## config.mk

```make
export PLATFORM = sky130hd
export DESIGN_NAME = seg7_scan_ctrl
export DESIGN_NICKNAME = d
export VERILOG_FILES = /design/src/rtl/seg7_pkg.sv /design/src/rtl/seg7_decode.sv /design/src/rtl/seg7_scan_ctrl.sv
export SDC_FILE = /design/constraint.sdc
export NUM_CORES = 1
export LEC_CHECK = 0
export CAP_MARGIN = 20
export CELL_PAD_IN_SITES_DETAIL_PLACEMENT = 0
export CELL_PAD_IN_SITES_GLOBAL_PLACEMENT = 2
export CORE_UTILIZATION = 32
export CTS_BUF_LIST = sky130_fd_sc_hd__clkbuf_4 sky130_fd_sc_hd__clkbuf_8
export CTS_CLUSTER_SIZE = 16
export DETAILED_ROUTE_END_ITERATION = 8
export GPL_TIMING_DRIVEN = 0
export PLACE_DENSITY_LB_ADDON = 0.3
export SLEW_MARGIN = 20
export SYNTH_ARGS = -nofsm -noshare
export SYNTH_HDL_FRONTEND = slang
export SYNTH_SLANG_ARGS = --single-unit
```

## constraint.sdc

```tcl
create_clock -name clk -period 2.6 [get_ports clk]
set_input_delay 0.65 -clock clk [delete_from_list [all_inputs] [get_ports clk]]
set_output_delay 0.65 -clock clk [all_outputs]
set_load 0.02 [all_outputs]
```

## src/rtl/seg7_pkg.sv

```systemverilog
// seg7_pkg: shared definitions for the multiplexed 7-segment scanner.
//   - phase_e    : slot phase (SHOW / GAP)
//   - SEG_BLANK  : all segments off, active-high
//   - SEG_TABLE  : 16-entry hex glyph table, bit 6 = a ... bit 0 = g
//   - hex_to_seg7: nibble -> active-high segment pattern
package seg7_pkg;

    typedef enum logic {
        PH_SHOW = 1'b0,
        PH_GAP  = 1'b1
    } phase_e;

    localparam logic [6:0] SEG_BLANK = 7'b0000000;

    // Packed so that SEG_TABLE[n] is the glyph for nibble n; the list runs F down to 0.
    localparam logic [15:0][6:0] SEG_TABLE = {
        7'b1000111,  // F
        7'b1001111,  // E
        7'b0111101,  // d
        7'b1001110,  // C
        7'b0011111,  // b
        7'b1110111,  // A
        7'b1111011,  // 9
        7'b1111111,  // 8
        7'b1110000,  // 7
        7'b1011111,  // 6
        7'b1011011,  // 5
        7'b0110011,  // 4
        7'b1111001,  // 3
        7'b1101101,  // 2
        7'b0110000,  // 1
        7'b1111110   // 0
    };

    function automatic logic [6:0] hex_to_seg7(input logic [3:0] nibble);
        return SEG_TABLE[nibble];
    endfunction

endpackage

```

## src/rtl/seg7_decode.sv

```systemverilog
// seg7_decode: combinational hex nibble to 7-segment decoder (active-high).
// Ports:
//   nibble in  [3:0] hex value
//   seg    out [6:0] segments, seg[6]=a ... seg[0]=g
module seg7_decode
    import seg7_pkg::*;
(
    input  logic [3:0] nibble,
    output logic [6:0] seg
);

    always_comb begin
        seg = hex_to_seg7(nibble);
    end

endmodule

```

## src/rtl/seg7_scan_ctrl.sv

```systemverilog
// seg7_scan_ctrl: multiplexed 7-segment display scanner.
// Scans DIGITS common-enable digits from a packed hex word, one digit per
// DIV-cycle slot, with a GAP-cycle blanking tail per slot, frame-coherent
// latching of data/dp/blank_lz, leading-zero blanking and output polarity.
// Optional macro SEG7_DIM_EN adds a 4-bit brightness input (PWM on cnt[3:0]).
// Ports:
//   clk         in   system clock
//   rst_n       in   synchronous active-low reset
//   data        in   [4*DIGITS-1:0] hex nibbles, digit 0 rightmost
//   dp          in   [DIGITS-1:0] decimal point per digit
//   blank_lz    in   enable leading-zero blanking
//   brightness  in   [3:0] duty (SEG7_DIM_EN builds only)
//   en          out  [DIGITS-1:0] digit enable, one-hot or none active
//   seg         out  [6:0] segments a..g
//   seg_dp      out  decimal point segment
//   frame_start out  one-cycle pulse with the first enable of digit 0
module seg7_scan_ctrl
    import seg7_pkg::*;
#(
    parameter int DIGITS     = 4,
    parameter int DIV        = 1024,
    parameter int GAP        = 16,
    parameter int ACTIVE_LOW = 0
) (
    input  logic                  clk,
    input  logic                  rst_n,
    input  logic [4*DIGITS-1:0]   data,
    input  logic [DIGITS-1:0]     dp,
    input  logic                  blank_lz,
`ifdef SEG7_DIM_EN
    input  logic [3:0]            brightness,
`endif
    output logic [DIGITS-1:0]     en,
    output logic [6:0]            seg,
    output logic                  seg_dp,
    output logic                  frame_start
);

    localparam int CW  = $clog2(DIV);
    localparam int IW  = (DIGITS > 1) ? $clog2(DIGITS) : 1;
    localparam logic INV = (ACTIVE_LOW != 0);

    logic [CW-1:0]         cnt_q, cnt_d;
    logic [IW-1:0]         idx_q, idx_d;
    logic [4*DIGITS-1:0]   frm_data_q, frm_data_d;
    logic [DIGITS-1:0]     frm_dp_q, frm_dp_d;
    logic                  frm_lz_q, frm_lz_d;

    logic [DIGITS-1:0]     en_q, en_d;
    logic [6:0]            seg_q, seg_d;
    logic                  seg_dp_q, seg_dp_d;
    logic                  frame_start_q, frame_start_d;

    logic                  slot_end;
    logic                  last_digit;
    phase_e                phase;
    logic [3:0]            nib_sel;
    logic                  dp_sel;
    logic                  blank_sel;
    logic [DIGITS-1:0]     onehot;
    logic [6:0]            dec_seg;
    logic                  dim_ok;
    logic [DIGITS-1:0]     en_raw;
    logic [6:0]            seg_raw;
    logic                  dp_raw;

`ifdef SEG7_DIM_EN
    logic [31:0]           cnt_ext;
`endif

    // Scan position and frame latch.
    always_comb begin
        slot_end   = (cnt_q == CW'(DIV - 1));
        last_digit = (idx_q == IW'(DIGITS - 1));

        cnt_d = slot_end ? '0 : cnt_q + 1'b1;

        idx_d = idx_q;
        if (slot_end) begin
            idx_d = last_digit ? '0 : idx_q + 1'b1;
        end

        frm_data_d = frm_data_q;
        frm_dp_d   = frm_dp_q;
        frm_lz_d   = frm_lz_q;
        if (slot_end && last_digit) begin
            frm_data_d = data;
            frm_dp_d   = dp;
            frm_lz_d   = blank_lz;
        end
    end

    // Digit select: the loop picks the current nibble/dp and decides whether
    // the digit is a leading zero (its nibble and all nibbles above are zero).
    always_comb begin
        nib_sel   = '0;
        dp_sel    = 1'b0;
        blank_sel = 1'b0;
        onehot    = '0;
        for (int unsigned i = 0; i < DIGITS; i++) begin
            onehot[i] = (IW'(i) == idx_q);
            if (IW'(i) == idx_q) begin
                nib_sel   = frm_data_q[4*i +: 4];
                dp_sel    = frm_dp_q[i];
                blank_sel = frm_lz_q && (i != 0) && ((frm_data_q >> (4*i)) == '0);
            end
        end
    end

    seg7_decode u_decode (
        .nibble (nib_sel),
        .seg    (dec_seg)
    );

    always_comb begin
        phase = (32'(cnt_q) < 32'(DIV - GAP)) ? PH_SHOW : PH_GAP;

`ifdef SEG7_DIM_EN
        cnt_ext = 32'(cnt_q);
        dim_ok  = (cnt_ext[3:0] <= brightness);
`else
        dim_ok  = 1'b1;
`endif

        en_raw  = '0;
        seg_raw = SEG_BLANK;
        dp_raw  = 1'b0;
        if (phase == PH_SHOW && dim_ok) begin
            en_raw  = onehot;
            seg_raw = blank_sel ? SEG_BLANK : dec_seg;
            dp_raw  = dp_sel;
        end

        en_d          = en_raw  ^ {DIGITS{INV}};
        seg_d         = seg_raw ^ {7{INV}};
        seg_dp_d      = dp_raw  ^ INV;
        frame_start_d = (cnt_q == '0) && (idx_q == '0);
    end

    always_ff @(posedge clk) begin
        if (!rst_n) begin
            cnt_q         <= '0;
            idx_q         <= '0;
            frm_data_q    <= '0;
            frm_dp_q      <= '0;
            frm_lz_q      <= 1'b0;
            en_q          <= {DIGITS{INV}};
            seg_q         <= {7{INV}};
            seg_dp_q      <= INV;
            frame_start_q <= 1'b0;
        end else begin
            cnt_q         <= cnt_d;
            idx_q         <= idx_d;
            frm_data_q    <= frm_data_d;
            frm_dp_q      <= frm_dp_d;
            frm_lz_q      <= frm_lz_d;
            en_q          <= en_d;
            seg_q         <= seg_d;
            seg_dp_q      <= seg_dp_d;
            frame_start_q <= frame_start_d;
        end
    end

    assign en          = en_q;
    assign seg         = seg_q;
    assign seg_dp      = seg_dp_q;
    assign frame_start = frame_start_q;

endmodule

```

## Yosys cells after proc, flatten, opt, wreduce, memory -nomap -nowiden

Memory sizes are Yosys's and may differ from the RTL's. A register that Yosys moved wholly into a read port is not among the register bits.
Cells that the tools add are included.

- Bits in registers: 39
- Bits in read-only memories: 112
- Input port bits: 23
- Output and inout port bits: 13
- Logic and storage cells: 44
- Memories: 1

Memories:

| memory | words | width | read ports | clocked after Yosys merged registers in | wr ports | RTL line | RTL |
|---|---|---|---|---|---|---|---|
| (name not given) | 16 | 7 | 1 | 1 | 0 | seg7_pkg.sv:36 | `return SEG_TABLE[nibble];` |

- Add/sub/neg operators: 2
- Order comparisons: 1
- Equal/unequal tests: 5
- Multiplexer cells: 12
- Bitwise operators: 2
- Reduce and logical (&&, ||, !) cells: 13

Operator list:

| operator | count |
|---|---|
| $logic_not A16 Y1 | 3 |
| $mux W4 | 4 |
| $add A10 B1 Y10 const B | 1 |
| $eq A10 B10 Y1 const B | 1 |
| $logic_not A10 Y1 | 1 |
| $lt A10 B10 Y1 const B | 1 |
| $mux W1 | 7 |
| $logic_and A1 B1 Y1 | 5 |
| $eq A2 B2 Y1 const A | 2 |
| $reduce_or A3 Y1 | 1 |
| $add A2 B1 Y2 const B | 1 |
| $eq A1 B2 Y1 const A | 1 |
| $eq A2 B2 Y1 const B | 1 |
| $logic_not A2 Y1 | 1 |
| $mux W2 | 1 |
| $not A1 Y1 | 2 |
| $reduce_and A2 Y1 | 1 |
| $reduce_or A2 Y1 | 1 |

## Depth between registers and ports, before layout

- Depth in word-level cells: 6
- Depth in mapped cells: 10
- Gate-level depth less buffers: 10

## Cells and area by module

Synthesis repeated with hierarchy kept, for this count alone.

- Cells, all modules: 267
- Area, all modules: 2371.0 um^2

Modules (own cells, without submodules):

| module | times used | cells an instance | area an instance (um^2) | seq. area each (um^2) |
|---|---|---|---|---|
| seg7_scan_ctrl | 1 | 234 | 2083.2 | 920.9 |
| seg7_decode | 1 | 33 | 287.8 | 0.0 |

## Worst setup path after synthesis

OpenSTA, ideal clock, no wires.

- Path type: reg2reg
- From: register idx_q[0]
- To: register seg_q[3] (netlist: seg[3])
- Setup time: 0.130 ns
- Data arrival time: 1.879 ns
- Data required time: 2.470 ns
- Slack: 0.591 ns
- Cell stages (with the launch flop): 10
- Buffers on the path: 1
- Clock period less this slack: 2.009 ns
- Cells stage by stage: dfxtp_1 inv_1 ha_1 buf_2 nor2_1 a21oi_1 ha_1 o21a_1 a32oi_1 nor2_1

- Elaborated cells between the ends (all ways): 12
- Those cells by class: eq/ne: 3; mux: 7; reduce/logical: 2

RTL lines:

| item | RTL line | RTL |
|---|---|---|
| start, declared | seg7_scan_ctrl.sv:44 | `logic [IW-1:0] idx_q, idx_d;` |
| start signal, assigned | seg7_scan_ctrl.sv:153 | `idx_q <= idx_d;` |
| $eq A2 B2 Y1 * | -- |  |
| via onehot[2] | seg7_scan_ctrl.sv:60 | `logic [DIGITS-1:0] onehot;` |
| $mux W1 (2 in a row) | seg7_scan_ctrl.sv:102 | `if (IW'(i) == idx_q) begin` |
| $reduce_or A3 Y1 (no line) | -- |  |
| end, declared | seg7_scan_ctrl.sv:50 | `logic [6:0] seg_q, seg_d;` |

The timed path passes the listed nets; every way through them passes the cells marked *.
A chain may end at the register's enable or synchronous reset.

## Final worst setup path

- From: input rst_n
- To: register seg_q[5] (netlist: seg[5])

- Word-level cells in the longest chain between the ends: 2

Ends and longest elaborated chain:

| item | RTL line | RTL |
|---|---|---|
| start, declared | seg7_scan_ctrl.sv:26 | `input logic rst_n,` |
| $not A1 Y1 (no line) | -- |  |
| $reduce_or A3 Y1 (no line) | -- |  |

No other way between the ends.

==> results.md <==
* Initial antenna violation count at 0
* Failing checks: design-rule violations
* Vias in the first global route at around 1,800
* Setup Total Neg Slack at 0 ns
* CTS clk-pin slew, worst paths at approximately 0.080 ns
* DRC at 4
* Die area at 7030 um^2
* Detailed-route wire length per cell at 13.0 um
* Relative slew slack at 48.4%
* Root buf cell: clkbuf_8
* Dominant synthesized flop cell: dfxtp_1
* Vias/cell at slightly below 5
* CTS Hold Bufs at 0
* Yosys Warn Count at 0
* Max-cap viol count at 0
* Outcome: finished, violations left
* R2R Path Start: idx_q[1]
* N_diodes at 0
* Synth Cell Area at approximately 2100 um^2
* Pwr dens at around 470 nW/um^2
* Reg2reg setup slack at approximately 0.32 ns
* Row cnt at 29
* Hold Vio Cnt, Final at 0
* Largest net degree at the start of global routing at 14
* Static leakage at roughly 0.94 nW
* Nets at 332
* Synth-to-layout area growth at 25.5%
* Detailed Route Iter0 Violations at 58
* I/O pin count at 36
* Initial DRT Pass Iterations at 6
* Crit path kind: input port to flip-flop
* Post-route minimum period at 2.35 ns
* Max rail drop VDD at 0.194 mV
* Port buffer count at 35
* Routed Wire Length at 4.87 mm
* Fmax at 426 MHz
* Yosys top cell by area: dfxtp_1
* Tcrit/Tclk final at 90.2%
* Grt ovf at 0
* CP endpoint kind: flip-flop
* Placed Cells at 366
* Hold Path Class: flip-flop to flip-flop
* Share of layout cells above drive strength 1 at 8.42%
* Avg Cell Area, Syn at 8.44 um^2
* Endpoints failing setup at 0
* Gpl congestion at 0.791
* Count of pins over their slew limit at 0
* Synth Net Count at 290
* Hold Path Sink: frm_dp_q[2]
* Post-Layout Cell Count at roughly 370
* Hold Crit Depth at 2
* First-pass GRT wire length at roughly 8.2 mm
* HP Start: frm_dp_q[2]
* Async SR Flop Fraction at 0%
* FF-to-FF path depth at 8
* Capturing point of the worst reg2reg path: seg[6]
* CP required at 2.80 ns
* ANT nets after route at 0
* Initial core utilization at 33.4%
* Worst-skew pair later-pin latency at 0.30 ns
* Setup Fix Bufs, Post-CTS at 0
* CP max FO at 9
* Detailed placement HPWL at 3.62 mm
* Core area at 6420 um^2
* Synth cell types at 44
* Synth top area cells: dfxtp_1, nand2_1, ha_1, a21oi_1, nor2_1
* CTS Buf Count at 5
* WP data arrival at 2.55 ns
* Post-synth EDFFs at 0
* TritonCTS clock tree: yes
* Die height at 83.8 um
* Worst-case clock buffer depth at 2
* Synth cell count leaders: nand2_1, dfxtp_1, a21oi_1
* Post-Syn Instances at 254
* Yosys reg bits at 46
* H-tree Lvls at 2
* Gr usage total at around 15%
* Slew @ Worst Pin at 0.770 ns
* Vias at 1,843
* Setup WS pre-CTS at -0.0982 ns
* Count leader, synth: nand2_1
* PnR Total Power at 1.28 mW
* Worst Clk Skew at 0.0117 ns
* Cts repair resizes at 0
* CP Launch Type: input port
* Die Width at 83.8 um
* Seq/Total Area, Yosys at between 40% and 50%
* Clock sink count at 46
* Final WS setup at around 0.25 ns
* Yosys top cell area share at 43.0%
* RSZ-0062 raised after global routing: no
[worst max-delay path by stage]
stage,end,slack (ns),cells past startpoint,from
finish,seg[5],0.25,5,rst_n
global route,seg[0],0.05,5,rst_n
CTS,seg[6],0.19,10,idx_q[0]
detailed placement,seg[5],-0.1,5,rst_n
global placement,seg[5],-0.08,5,rst_n
floorplan,seg[3],0.59,9,idx_q[0]
[area by class of cell]
| cell class | count | area [um^2] |
|---|---|---|
| Timing Repair Buffer | 35 | 350 |
| Clock inverter | 1 | 5.00 |
| Inverter | 10 | 37.5 |
| Sequential cell | 46 | 921 |
| Buffer | 11 | 78.8 |
| Multi-Input combinational cell | 187 | 1110 |
| Tap cell | 77 | 96.3 |
| Fill cell | 677 | 3730 |
| Clock buffer | 7 | 90.1 |
[registers in the layout, summed over array words and instances (netlist names)]
register and count:
idx_q 2, seg_dp 1, seg 7, frm_lz_q 1, en 4, cnt_q 10, frm_data_q 16, frm_dp_q 4
frame_start 1
[stage by stage]
stage | hold slack (ns) | instance area [um^2] | util [%]
after floorplan | 0.430 | 2140 | -
after global placement | 0.443 | 2590 | 40.3
after detailed placement | 0.448 | 2590 | 40.3
after CTS | 0.460 | 2690 | 41.8
after global routing | 0.483 | 2690 | 41.9
final | 0.459 | 2690 | 41.9
[cell usage in the layout (no fill, tap or decap), types with 2 or more instances in the layout]
cell type / Yosys / routed
xnor2_1: 2 / 2
o2bb2ai_1: 2 / 2
clkbuf_1: 2 / 2
a21oi_1: 28 / 27
clkdlybuf4s50_1: 0 / 35
nand2_1: 54 / 54
nor3b_1: 2 / 2
nand3b_1: 3 / 3
buf_4: 3 / 3
a22oi_1: 2 / 2
ha_1: 13 / 13
a211oi_1: 4 / 4
buf_6: 3 / 3
nor4_1: 4 / 4
nand3_1: 3 / 3
buf_2: 3 / 3
a221oi_1: 2 / 2
or3_1: 2 / 2
nor2_1: 19 / 19
and2_1: 5 / 5
inv_1: 9 / 9
nor2b_1: 3 / 3
nand2_2: 3 / 3
dfxtp_1: 46 / 46
nor3_1: 5 / 5
nand4_1: 2 / 2
xor2_1: 5 / 5
o21ai_0: 5 / 5
clkbuf_8: 0 / 6
a311oi_1: 3 / 3
nor4b_1: 2 / 2
[power breakdown]
part           switching [mW]  internal [mW]  total, mW  leakage, nW
Sequential            0.00572          0.715      0.721        0.374
Clock                   0.243          0.225      0.468       0.0517
Combinational          0.0358         0.0509     0.0868        0.519
[cell families (layout without fill, tap and decap cells)]
family	count (synthesis)	in the layout	share of synthesized area, %
muxes	2	2	0.992
and+or+nand+nor	111	111	24.3
DFF	46	46	43.0
AOI/OAI and AO/OA	54	54	15.9
adders and majority gates	13	13	7.59
buffers and inverters	21	64	5.43
xor gates and xnor gates	7	7	2.86
[worst max-delay path, cell delays in order]
cell,delay (ns)
clkdlybuf4s50_1,0.49
clkinv_1,0.28
a31oi_1,0.50
o21ai_1,0.34
a211oi_1,0.29
[routing by layer]
metal,vias up,GRT usage (%),part of all wire [%]
li1,951,-,-
met1,848,18.9,48
met2,36,24.5,46
met3,8,3.36,3.7
met4,0,6.27,1.6
met5,-,0,0
Power figures use the tool's default switching activity.
